[src/rtl/lock_pkg.sv]
// Shared types and helpers for the six-digit lock controller.
// Key codes, state encoding and entry-buffer digit placement.
package lock_pkg;

  typedef enum logic [2:0] {
    S_IDLE,
    S_ENTRY,
    S_CHECK,
    S_EVAL,
    S_UNLOCKED,
    S_NEW_PW,
    S_ERROR,
    S_LOCKOUT
  } state_e;

  localparam logic [3:0] KEY_ENT = 4'hA;
  localparam logic [3:0] KEY_CLR = 4'hB;
  localparam logic [3:0] KEY_CHG = 4'hC;

  localparam int PW_DIGITS = 6;

  function automatic logic is_digit(input logic [3:0] c);
    return c <= 4'd9;
  endfunction

  // First digit lands in bits 23:20, later digits fill downward.
  function automatic logic [23:0] put_digit(
    input logic [23:0] b,
    input logic [2:0]  n,
    input logic [3:0]  c
  );
    logic [23:0] r;
    r = b;
    for (int i = 0; i < PW_DIGITS; i++) begin
      if (n == 3'(i)) r[23-4*i -: 4] = c;
    end
    return r;
  endfunction

endpackage

[src/rtl/lock_timer.sv]
// Loadable down-counter shared by the timed lock states.
// done_o is high in the final enabled cycle of a loaded interval.
module lock_timer
  import lock_pkg::*;
#(
  parameter int unsigned W = 8
) (
  input  logic         clk,
  input  logic         rst_n,
  input  logic         load_i,
  input  logic [W-1:0] val_i,
  input  logic         en_i,
  output logic         done_o
);

  logic [W-1:0] cnt_q;

  // Load on state entry, count down while enabled, hold at zero.
  always_ff @(posedge clk or negedge rst_n) begin
    if (!rst_n) begin
      cnt_q <= '0;
    end else if (load_i) begin
      cnt_q <= val_i;
    end else if (en_i && cnt_q != '0) begin
      cnt_q <= cnt_q - 1'b1;
    end
  end

  assign done_o = en_i && (cnt_q == '0);

endmodule

[src/rtl/lock_ctrl.sv]
// Sequencing controller for the six-digit electronic lock.
// Entry buffer, stored password, judge handshake, timed states.
module lock_ctrl
  import lock_pkg::*;
#(
  parameter int unsigned MAX_FAIL       = 3,
  parameter int unsigned UNLOCK_CYCLES  = 50_000_000,
  parameter int unsigned ERR_CYCLES     = 25_000_000,
  parameter int unsigned LOCKOUT_CYCLES = 250_000_000,
  parameter logic [23:0] DEFAULT_PW     = 24'h123456
) (
  input  logic        clk,
  input  logic        rst_n,
  input  logic        key_valid,
  input  logic [3:0]  key_code,
  output logic        judge_s,
  output logic [23:0] a_digits,
  output logic [23:0] b_digits,
  input  logic        judge_c,
  output logic        unlocked,
  output logic        err,
  output logic        alarm,
  output logic [2:0]  digit_cnt,
  output logic [2:0]  state_o
);

  localparam int unsigned MAX_UE =
    (UNLOCK_CYCLES > ERR_CYCLES) ? UNLOCK_CYCLES : ERR_CYCLES;
  localparam int unsigned MAXC =
    (MAX_UE > LOCKOUT_CYCLES) ? MAX_UE : LOCKOUT_CYCLES;
  localparam int unsigned TW = (MAXC > 1) ? $clog2(MAXC) : 1;

  localparam logic [TW-1:0] UNL_LD = TW'(UNLOCK_CYCLES - 1);
  localparam logic [TW-1:0] ERR_LD = TW'(ERR_CYCLES - 1);
  localparam logic [TW-1:0] LCK_LD = TW'(LOCKOUT_CYCLES - 1);

  state_e        state_q, state_d;
  logic [23:0]   buf_q, buf_d;
  logic [23:0]   pw_q, pw_d;
  logic [2:0]    cnt_q, cnt_d;
  logic [2:0]    fail_q, fail_d;
  logic          judge_q, unl_q, err_q, alarm_q;

  logic          k_dig, k_ent, k_clr, k_chg;
  logic          full, fail;
  logic          tmr_ld, tmr_en, tmr_done;
  logic [TW-1:0] tmr_val;

  assign k_dig = key_valid && is_digit(key_code);
  assign k_ent = key_valid && key_code == KEY_ENT;
  assign k_clr = key_valid && key_code == KEY_CLR;
  assign k_chg = key_valid && key_code == KEY_CHG;
  assign full  = cnt_q == 3'(PW_DIGITS);

  assign tmr_en = state_q == S_UNLOCKED ||
                  state_q == S_ERROR ||
                  state_q == S_LOCKOUT;

  lock_timer #(.W(TW)) u_timer (
    .clk    (clk),
    .rst_n  (rst_n),
    .load_i (tmr_ld),
    .val_i  (tmr_val),
    .en_i   (tmr_en),
    .done_o (tmr_done)
  );

  // Next-state, buffer, password and failure bookkeeping.
  always_comb begin
    state_d = state_q;
    buf_d   = buf_q;
    cnt_d   = cnt_q;
    pw_d    = pw_q;
    fail_d  = fail_q;
    fail    = 1'b0;
    tmr_ld  = 1'b0;
    tmr_val = '0;

    unique case (state_q)
      S_IDLE, S_ENTRY: begin
        unique case (1'b1)
          k_dig: begin
            if (!full) begin
              buf_d   = put_digit(buf_q, cnt_q, key_code);
              cnt_d   = cnt_q + 3'd1;
              state_d = S_ENTRY;
            end
          end
          k_clr: begin
            buf_d   = '0;
            cnt_d   = '0;
            state_d = S_IDLE;
          end
          k_ent: begin
            if (full) state_d = S_CHECK;
            else      fail    = 1'b1;
          end
          default: ;
        endcase
      end
      S_CHECK: state_d = S_EVAL;
      S_EVAL: begin
        if (judge_c) begin
          fail_d  = '0;
          buf_d   = '0;
          cnt_d   = '0;
          state_d = S_UNLOCKED;
        end else begin
          fail = 1'b1;
        end
      end
      S_UNLOCKED: begin
        if (tmr_done || k_ent) state_d = S_IDLE;
        else if (k_chg)        state_d = S_NEW_PW;
      end
      S_NEW_PW: begin
        unique case (1'b1)
          k_dig: begin
            if (!full) begin
              buf_d = put_digit(buf_q, cnt_q, key_code);
              cnt_d = cnt_q + 3'd1;
            end
          end
          k_clr: begin
            buf_d = '0;
            cnt_d = '0;
          end
          k_ent: begin
            if (full) begin
              pw_d    = buf_q;
              buf_d   = '0;
              cnt_d   = '0;
              state_d = S_IDLE;
            end
          end
          k_chg: begin
            buf_d   = '0;
            cnt_d   = '0;
            state_d = S_IDLE;
          end
          default: ;
        endcase
      end
      S_ERROR: begin
        if (tmr_done) state_d = S_IDLE;
      end
      S_LOCKOUT: begin
        if (tmr_done) begin
          fail_d  = '0;
          state_d = S_IDLE;
        end
      end
      default: state_d = S_IDLE;
    endcase

    if (fail) begin
      fail_d  = fail_q + 3'd1;
      buf_d   = '0;
      cnt_d   = '0;
      state_d = (fail_d == 3'(MAX_FAIL)) ? S_LOCKOUT : S_ERROR;
    end

    if (state_d != state_q) begin
      unique case (state_d)
        S_UNLOCKED: begin tmr_ld = 1'b1; tmr_val = UNL_LD; end
        S_ERROR:    begin tmr_ld = 1'b1; tmr_val = ERR_LD; end
        S_LOCKOUT:  begin tmr_ld = 1'b1; tmr_val = LCK_LD; end
        default: ;
      endcase
    end
  end

  // State, datapath and registered output decodes.
  always_ff @(posedge clk or negedge rst_n) begin
    if (!rst_n) begin
      state_q <= S_IDLE;
      buf_q   <= '0;
      cnt_q   <= '0;
      pw_q    <= DEFAULT_PW;
      fail_q  <= '0;
      judge_q <= 1'b0;
      unl_q   <= 1'b0;
      err_q   <= 1'b0;
      alarm_q <= 1'b0;
    end else begin
      state_q <= state_d;
      buf_q   <= buf_d;
      cnt_q   <= cnt_d;
      pw_q    <= pw_d;
      fail_q  <= fail_d;
      judge_q <= state_d == S_CHECK;
      unl_q   <= state_d == S_UNLOCKED || state_d == S_NEW_PW;
      err_q   <= state_d == S_ERROR;
      alarm_q <= state_d == S_LOCKOUT;
    end
  end

  assign judge_s   = judge_q;
  assign a_digits  = buf_q;
  assign b_digits  = pw_q;
  assign unlocked  = unl_q;
  assign err       = err_q;
  assign alarm     = alarm_q;
  assign digit_cnt = cnt_q;
  assign state_o   = state_q;

endmodule

[config.mk]
export PLATFORM = sky130hd
export DESIGN_NAME = lock_ctrl
export DESIGN_NICKNAME = d
export VERILOG_FILES = /design/src/rtl/lock_pkg.sv /design/src/rtl/lock_timer.sv /design/src/rtl/lock_ctrl.sv
export SDC_FILE = /design/constraint.sdc
export NUM_CORES = 1
export LEC_CHECK = 0
export CAP_MARGIN = 30
export CELL_PAD_IN_SITES_DETAIL_PLACEMENT = 0
export CELL_PAD_IN_SITES_GLOBAL_PLACEMENT = 1
export CORE_UTILIZATION = 39
export DETAILED_ROUTE_END_ITERATION = 10
export GPL_TIMING_DRIVEN = 0
export PLACE_DENSITY_LB_ADDON = 0.1
export SYNTH_ARGS = -nofsm -noshare
export SYNTH_HDL_FRONTEND = slang
export SYNTH_HIERARCHICAL = 1
export SYNTH_SLANG_ARGS = --single-unit
[constraint.sdc]
create_clock -name clk -period 3.5 [get_ports clk]
set_clock_uncertainty 0.1 [all_clocks]
set_input_delay 0.7 -clock clk [delete_from_list [all_inputs] [get_ports clk]]
set_output_delay 0.7 -clock clk [all_outputs]
set_load 0.05 [all_outputs]
==> summary.txt, run 1 <==
Critical path
  • Max FO, Critical Path: 10
  • Crit path capture type: flip-flop
  • CP startpoint kind: flip-flop
  • Critical path type: reg -> reg
  • Crit path DAT: approximately 3400 ps
  • Reg2reg setup slack: 180 ps
  • RR Endpoint: u_timer/cnt_q[16]$_DFFE_PN0P_
  • Worst r2r src: u_timer/cnt_q[10]$_DFFE_PN0P_
  • Required @ worst endpoint: about 3600 ps
  • R2R cell count: 15

Status
  • Status: finished clean

Finish
  • Final design utilization: 50.4%
  • Final instance area: 6080 sq um
  • Area of the multi-input gates: around 2500 sq um
  • Final-stage net count: roughly 550
  • Area grow syn2layout: 25.5%
  • Antenna diode count: 0
  • Fillers: ~1100
  • Register area: ~2200 sq um
  • Layout cells sized above 1: roughly a fifth

STA
  • Top achievable clock speed: 302 MHz
  • Final worst path period need: 3320 ps
  • Relative slew slack: approximately two fifths
  • Worst Setup Slack, final: approximately 180 ps
  • Final period utilization: between 90 and 100%
  • Slew @ Worst Pin: about 870 ps
  • Slew Limit Fails: 0
  • Unrepaired setup endpoints after global routing: false
  • Endpoints failing hold: 0
  • Setup-failing EPs final: 0

Detailed routing
  • Final wirelength: roughly 12000 um
  • Vias/cell: ~5.4
  • WL/cell: 16.8 um
  • Initial DRC count: between 100 and 150
  • Drt first pass iters: 4
  • Residual DRC: 0
  • DRT antenna net count: 0
  • Vias: 3800

Synth
  • Distinct cells, synth: between 70 and 80
  • Yosys reg bits: slightly below 90
  • Commonest cells post-synth: 80 x dfrtp_1, 41 x nor2_1, 33 x nand2_1
  • Syn avg cell area: about 11 sq um
  • Ranking of synthesized cells by area: dfrtp_1 41%, mux2_2 6.5%, dfstp_2 4.9%, mux2i_1 4.3%, nor2_1 3.2%
  • Area of the mapped netlist: 4850 sq um
  • Asr flop ratio synth: 100%
  • Synth Flop Type: dfrtp_1
  • YS warnings: 6
  • Post-Synthesis Cells: 457
  • Top cell type's share of synthesized area: 41.3%
  • Most frequent cell after synthesis: dfrtp_1
  • Seq/Total Area, Yosys: between 40% and 50%
  • Yosys top cell by area: dfrtp_1
  • Number of synthesized flops with an enable pin: 0

CTS
  • Reg clk slew, reported paths: around 60 ps
  • Post-CTS Hold Fix Bufs: 0
  • Cts bufs inserted: 9
  • Longest Clk Path Bufs: 2
  • Clk root buf: clkbuf_16
  • Clk sinks: 89
  • H-Tree Depth: 3
  • Clock latency on the worst-skew pair: around 350 ps
  • CTS tree: built

GRT
  • Number of global-route vias before repair: 3736
  • Pin count of the biggest net entering global routing: 63
  • Gr ovfl total: 0
  • First-pass GRT wire length: between 15000 and 20000 um
  • Total GRT Usage: about a fifth
  • Initial antenna violation count: 0

Place
  • Post-DP HPWL: approximately 8500 um
  • GPL Wtd Cong: between 0.8 and 0.9
  • Port Buffers: 61
  • Dpl ws: -722 ps
  • Placed Area: about 5700 sq um

Die
  • Die width: between 100 and 150 um
  • Die height: about 110 um
  • Die area: between 10000 and 15000 sq um
  • Core area: roughly 12000 sq um
  • IO Pins: 66
  • Initial core utilization: 40.2%
  • Core Rows: 40

Power
  • Comb pwr share: a little over half
  • Clock power frac: between 10% and 20%
  • Sw power: 2730 uW
  • P_int: around 3000 uW
  • Sequential share of power: between 20% and 30%
  • Pwr Density: between 900 and 1000 nW/um^2
  • Sw frac: 47.7%
  • Maximum VDD drop: 0.460 mV
  • Leak: 0.00268 uW

Run
  • Max-cap violations: 0

Hold path
  • Worst Hold Class: in -> async
flip-flops by register name, summed over array words and instances (netlist names):
register / count
alarm: 1
digit_cnt: 3
b_digits: 24
state_o: 3
unlocked: 1
u_timer/cnt_q: 28
err: 1
a_digits: 24
fail_q: 3
judge_s: 1
metrics by stage:
step	total power [uW]	setup TNS, ps	hold WS (ps)	std cells
2_1_floorplan	3810	0	304	459
3_3_place_gp	4640	-152350	370	688
3_5_place_dp	4680	-12890	388	689
4_1_cts	5720	0	180	708
5_1_grt	6100	0	205	710
6_report	5720	0	178	710
metal layers:
layer,global-route usage (%),share of wire (%)
met5,0,0
met4,8.07,1.7
met3,3.03,2.7
met2,30.3,45
met1,27.8,51
how the worst max path moves through the flow:
stage                                   from                             to  slack, ps  cells past startpoint
2_1_floorplan  u_timer/cnt_q[10]$_DFFE_PN0P_   u_timer/cnt_q[6]$_DFFE_PN0P_         30                     16
3_3_place_gp                           rst_n       digit_cnt[0]$_DFFE_PN0P_      -1700                      1
3_5_place_dp   u_timer/cnt_q[10]$_DFFE_PN0P_  u_timer/cnt_q[18]$_DFFE_PN0P_       -720                     16
4_1_cts        u_timer/cnt_q[10]$_DFFE_PN0P_  u_timer/cnt_q[16]$_DFFE_PN0P_          9                     15
5_1_grt        u_timer/cnt_q[10]$_DFFE_PN0P_  u_timer/cnt_q[25]$_DFFE_PN0P_          1                     11
6_report       u_timer/cnt_q[10]$_DFFE_PN0P_  u_timer/cnt_q[16]$_DFFE_PN0P_        180                     15
worst max-delay path: stages, from the launching register on:
cell	delay [ps]
dfrtp_1	400
or4_1	520
buf_2	180
nor3_4	170
clkbuf_8	170
and3_4	200
nand2b_4	150
nor3_1	50
o21ai_0	160
o311a_1	220
o21ai_1	110
and2_4	230
clkbuf_8	160
a311oi_2	240
a21oi_1	70
o41ai_1	80
logic make-up after synthesis:
logic type | after synthesis | synth area share [%]
and+or+nand+nor | 155 | 17.1
xor gates and xnor gates | 17 | 3.07
DFF | 89 | 46.2
AOI/OAI and AO/OA | 96 | 16.3
muxes | 49 | 10.8
adders and majority gates | 9 | 2.32
other | 1 | 0.0774
buffers and inverters | 41 | 4.08
repair_timing:
action | CTS | global route
cloned | 0 | 0
setup endpoints to repair | 28 | 28
pin swaps | 2 | 2
setup buffers | 4 | 2
gates resized for setup | 14 | 9
cells in the final DEF (no fill, tap or decap), types with 3 or more instances in the layout:
cell	netlist	layout
dfrtp_1	80	80
clkdlybuf4s50_1	0	60
nor2_1	41	41
nand2_1	33	33
mux2_2	28	28
mux2i_1	21	21
inv_1	18	17
o21ai_0	17	16
or3_1	14	14
nand3_1	13	13
xnor2_1	13	13
buf_4	5	12
a21oi_1	12	12
o21ai_1	10	11
ha_1	9	9
dfstp_2	9	9
clkbuf_16	0	9
nor3_1	8	7
a31oi_1	7	7
a211oi_1	7	7
clkbuf_1	10	6
and2_1	7	6
nand4_1	5	5
buf_2	4	4
and3_1	5	4
o2111ai_2	4	4
a22o_1	4	4
or4_1	5	4
xor2_1	4	4
buf_6	2	3
clkbuf_2	0	3
nand3b_1	3	3
clkinv_4	1	3
a21boi_1	3	3
conb_1	1	3
power groups by stage:
| stage | clock network [uW] | logic (uW) | registers, uW |
|---|---|---|---|
| 2_1_floorplan | 0 | 1630 | 2180 |
| 3_3_place_gp | 0 | 2960 | 1680 |
| 3_5_place_dp | 0 | 2980 | 1690 |
| 4_1_cts | 940 | 3100 | 1680 |
| 5_1_grt | 970 | 3400 | 1730 |
| 6_report | 910 | 3130 | 1680 |
final cells by class:
| type | instances | area share [%] |
|---|---|---|
| inverter | 19 | 1.25 |
| clock inverter | 5 | 0.679 |
| clock buffer | 11 | 3.83 |
| sequential | 89 | 36.8 |
| buffer | 21 | 2.45 |
| tap | 168 | 3.46 |
| multi-input combinational | 329 | 40.4 |
| timing repair buffer | 68 | 11.2 |
Power figures use the tool's default switching activity.
==> run 2: changes to the inputs <==
Settings changed: CORE_UTILIZATION 39 to 40, TNS_END_PERCENT set to 1.
Clock period 3.5 ns to 3.64 ns, I/O delays scaled along.
==> run 2 against run 1 <==
Against the previous run: sequential power shrank 4%; hold slack gained 26 ps; register-to-register slack improved by 30 ps; clock power down 2%; global-route usage is 1.2 points higher; flip-flop and latch count is the same; via count shrank 1.4%; count of clock-buffer cells in the layout shrank 1; highest routed layer unchanged.
==> summary.txt, run 2 (synthesis gave the netlist of run 1 again) <==
Status
  • Status: finished clean

Critical path
  • CP startpoint kind: flip-flop
  • R2R cell count: 14
  • RR Endpoint: u_timer/cnt_q[16]$_DFFE_PN0P_
  • Crit path buffers/inverters: 1
  • Crit-path max cell delay: around 540 ps
  • Gate family responsible for the most delay along the worst path: simple AND/OR/NAND/NOR gates
  • Max stage delay cell, worst path: or4_4
  • Critical path type: reg -> reg
  • Reg2reg setup slack: 210 ps
  • Worst r2r src: u_timer/cnt_q[2]$_DFFE_PN0P_
  • Required @ worst endpoint: about 3800 ps
  • Most frequent CP cell: and3_1
  • Max FO, Critical Path: 10
  • Crit-path cells: or4_4, nor3_4, and3_1, and3_1, nand2b_4, nor3_1, o21ai_0, o311a_1, o21ai_1, and2_2, clkbuf_8, a311oi_1, a21oi_1, o41ai_1
  • Crit path capture type: flip-flop
  • Crit path DAT: ~3600 ps

Detailed routing
  • WL/cell: between 15 and 20 um
  • Final wirelength: approximately 12000 um
  • Residual DRC: 0
  • Initial DRC count: 187
  • Vias: around 3700
  • Vias/cell: 5.48
  • DRT antenna net count: 0
  • Drt first pass iters: 4

Finish
  • Most frequent cells in the layout: 80 x dfrtp_1, 60 x clkdlybuf4s50_1, 41 x nor2_1, 33 x nand2_1, 28 x mux2_2
  • Commonest non-fill, non-tap cell in the layout: dfrtp_1
  • Layout cells sized above 1: 20.0%
  • Post-route insts no fill: 683
  • Top reg by flops: u_timer/cnt_q
  • Max reg flops: 28
  • Final-stage net count: roughly 550
  • Area grow syn2layout: 24.4%
  • Final instance area: ~6000 sq um
  • Antenna diode count: 0

Hold path
  • Worst Hold Class: in -> async

STA
  • Slew @ Worst Pin: 575 ps
  • Endpoints failing hold: 0
  • Setup TNS: 0 ps
  • Slew Limit Fails: 0
  • Final worst path period need: between 3000 and 4000 ps
  • Relative slew slack: 60.7%
  • Final period utilization: between 90% and 100%
  • Worst Setup Slack, final: 212 ps
  • Hold_ws: 204 ps
  • Setup-failing EPs final: 0
  • Top achievable clock speed: 292 MHz
  • Unrepaired setup endpoints after global routing: false

GRT
  • Number of global-route vias before repair: between 3000 and 4000
  • First-pass GRT wire length: just over 20000 um
  • Total GRT Usage: 20.9%
  • Gr ovfl total: 0
  • Initial antenna violation count: 0
  • Pin count of the biggest net entering global routing: 64

CTS
  • Clk root buf: clkbuf_16
  • Longest Clk Path Bufs: 2
  • Post-CTS Hold Fix Bufs: 0
  • CTS tree: built
  • Reg clk slew, reported paths: around 60 ps
  • Clock latency on the worst-skew pair: between 300 and 400 ps
  • Clk sinks: just under 90
  • Cts bufs inserted: 9
  • H-Tree Depth: 3

Place
  • Placed Area: 5670 sq um
  • Cell total after placement: ~670
  • Post-DP HPWL: between 8000 and 9000 um
  • Dpl ws: -804 ps
  • Port Buffers: approximately 60
  • GPL Wtd Cong: approximately 0.80

Power
  • Comb pwr share: about 54%
  • P_int: 2850 uW
  • Clock power frac: between 10% and 20%
  • Pwr Density: 913 nW/um^2
  • Sw frac: approximately half
  • Maximum VDD drop: around 0.47 mV
  • Sequential share of power: a little under 30%
  • Leak: between 0.002 and 0.003 uW
  • Sw power: around 2700 uW

Die
  • Core Rows: 39
  • Die height: 112 um
  • Die width: 112 um
  • Initial core utilization: between 40% and 50%
  • IO Pins: 66
  • Core area: roughly 12000 sq um
  • Die area: roughly 13000 sq um

Run
  • Max-cap violations: 0
## run 2: through the flow
| step | total power [uW] | utilization [%] |
|---|---|---|
| floorplan | 3670 | - |
| global placement | 4480 | 48.6 |
| detailed placement | 4520 | 48.9 |
| CTS | 5530 | 51.8 |
| global route | 5890 | 51.9 |
| finish | 5510 | 51.9 |
## run 2: routing by layer
| metal | vias up | track usage (%) | share of wire (%) | routed length (um) |
|---|---|---|---|---|
| met5 | - | 0 | 0 | 0 |
| met4 | 0 | 6.58 | 1.9 | 230 |
| met3 | 19 | 6.10 | 5.1 | 617 |
| met2 | 78 | 33.0 | 46 | 5670 |
| met1 | 1840 | 27.7 | 47 | 5690 |
| li1 | 1809 | - | - | - |
## run 2: final cells by class
class / count / area (sq um)
plain buffers: 21 / 153
clock buffers: 10 / 229
clock inverters: 6 / 48.8
fillers: 1047 / 5580
inverters: 19 / 78.8
multi-input cells: 329 / 2440
flip-flops and latches: 89 / 2240
well taps: 143 / 179
repair buffers: 66 / 663
## run 2: power by group through the flow
stage | Clock (uW) | Combinational, uW | Sequential [uW]
after floorplan | 0 | 1570 | 2100
after global placement | 0 | 2870 | 1620
after detailed placement | 0 | 2890 | 1630
after CTS | 926 | 2990 | 1610
after global routing | 957 | 3270 | 1660
final | 894 | 2990 | 1620
## run 2: how the worst max path moves through the flow
stage | startpoint | to | cells past startpoint
CTS | u_timer/cnt_q[10]$_DFFE_PN0P_ | u_timer/cnt_q[16]$_DFFE_PN0P_ | 16
floorplan | u_timer/cnt_q[10]$_DFFE_PN0P_ | u_timer/cnt_q[6]$_DFFE_PN0P_ | 16
detailed placement | u_timer/cnt_q[10]$_DFFE_PN0P_ | u_timer/cnt_q[18]$_DFFE_PN0P_ | 16
finish | u_timer/cnt_q[2]$_DFFE_PN0P_ | u_timer/cnt_q[16]$_DFFE_PN0P_ | 14
global route | u_timer/cnt_q[10]$_DFFE_PN0P_ | u_timer/cnt_q[16]$_DFFE_PN0P_ | 15
global placement | rst_n | a_digits[23]$_DFFE_PN0P_ | 1
## run 2: what timing repair did
item,in CTS,in global routing
endpoints found under the setup margin,28,27
pin swaps,2,2
resized for setup,14,12
buffers inserted,2,1
## run 2: worst register-to-register path: stages, from the launching register on
cell,delay [ps]
dfrtp_1,470
or4_4,540
nor3_4,210
and3_1,220
and3_1,200
nand2b_4,160
nor3_1,50
o21ai_0,160
o311a_1,220
o21ai_1,110
and2_2,290
clkbuf_8,190
a311oi_1,250
a21oi_1,70
o41ai_1,80
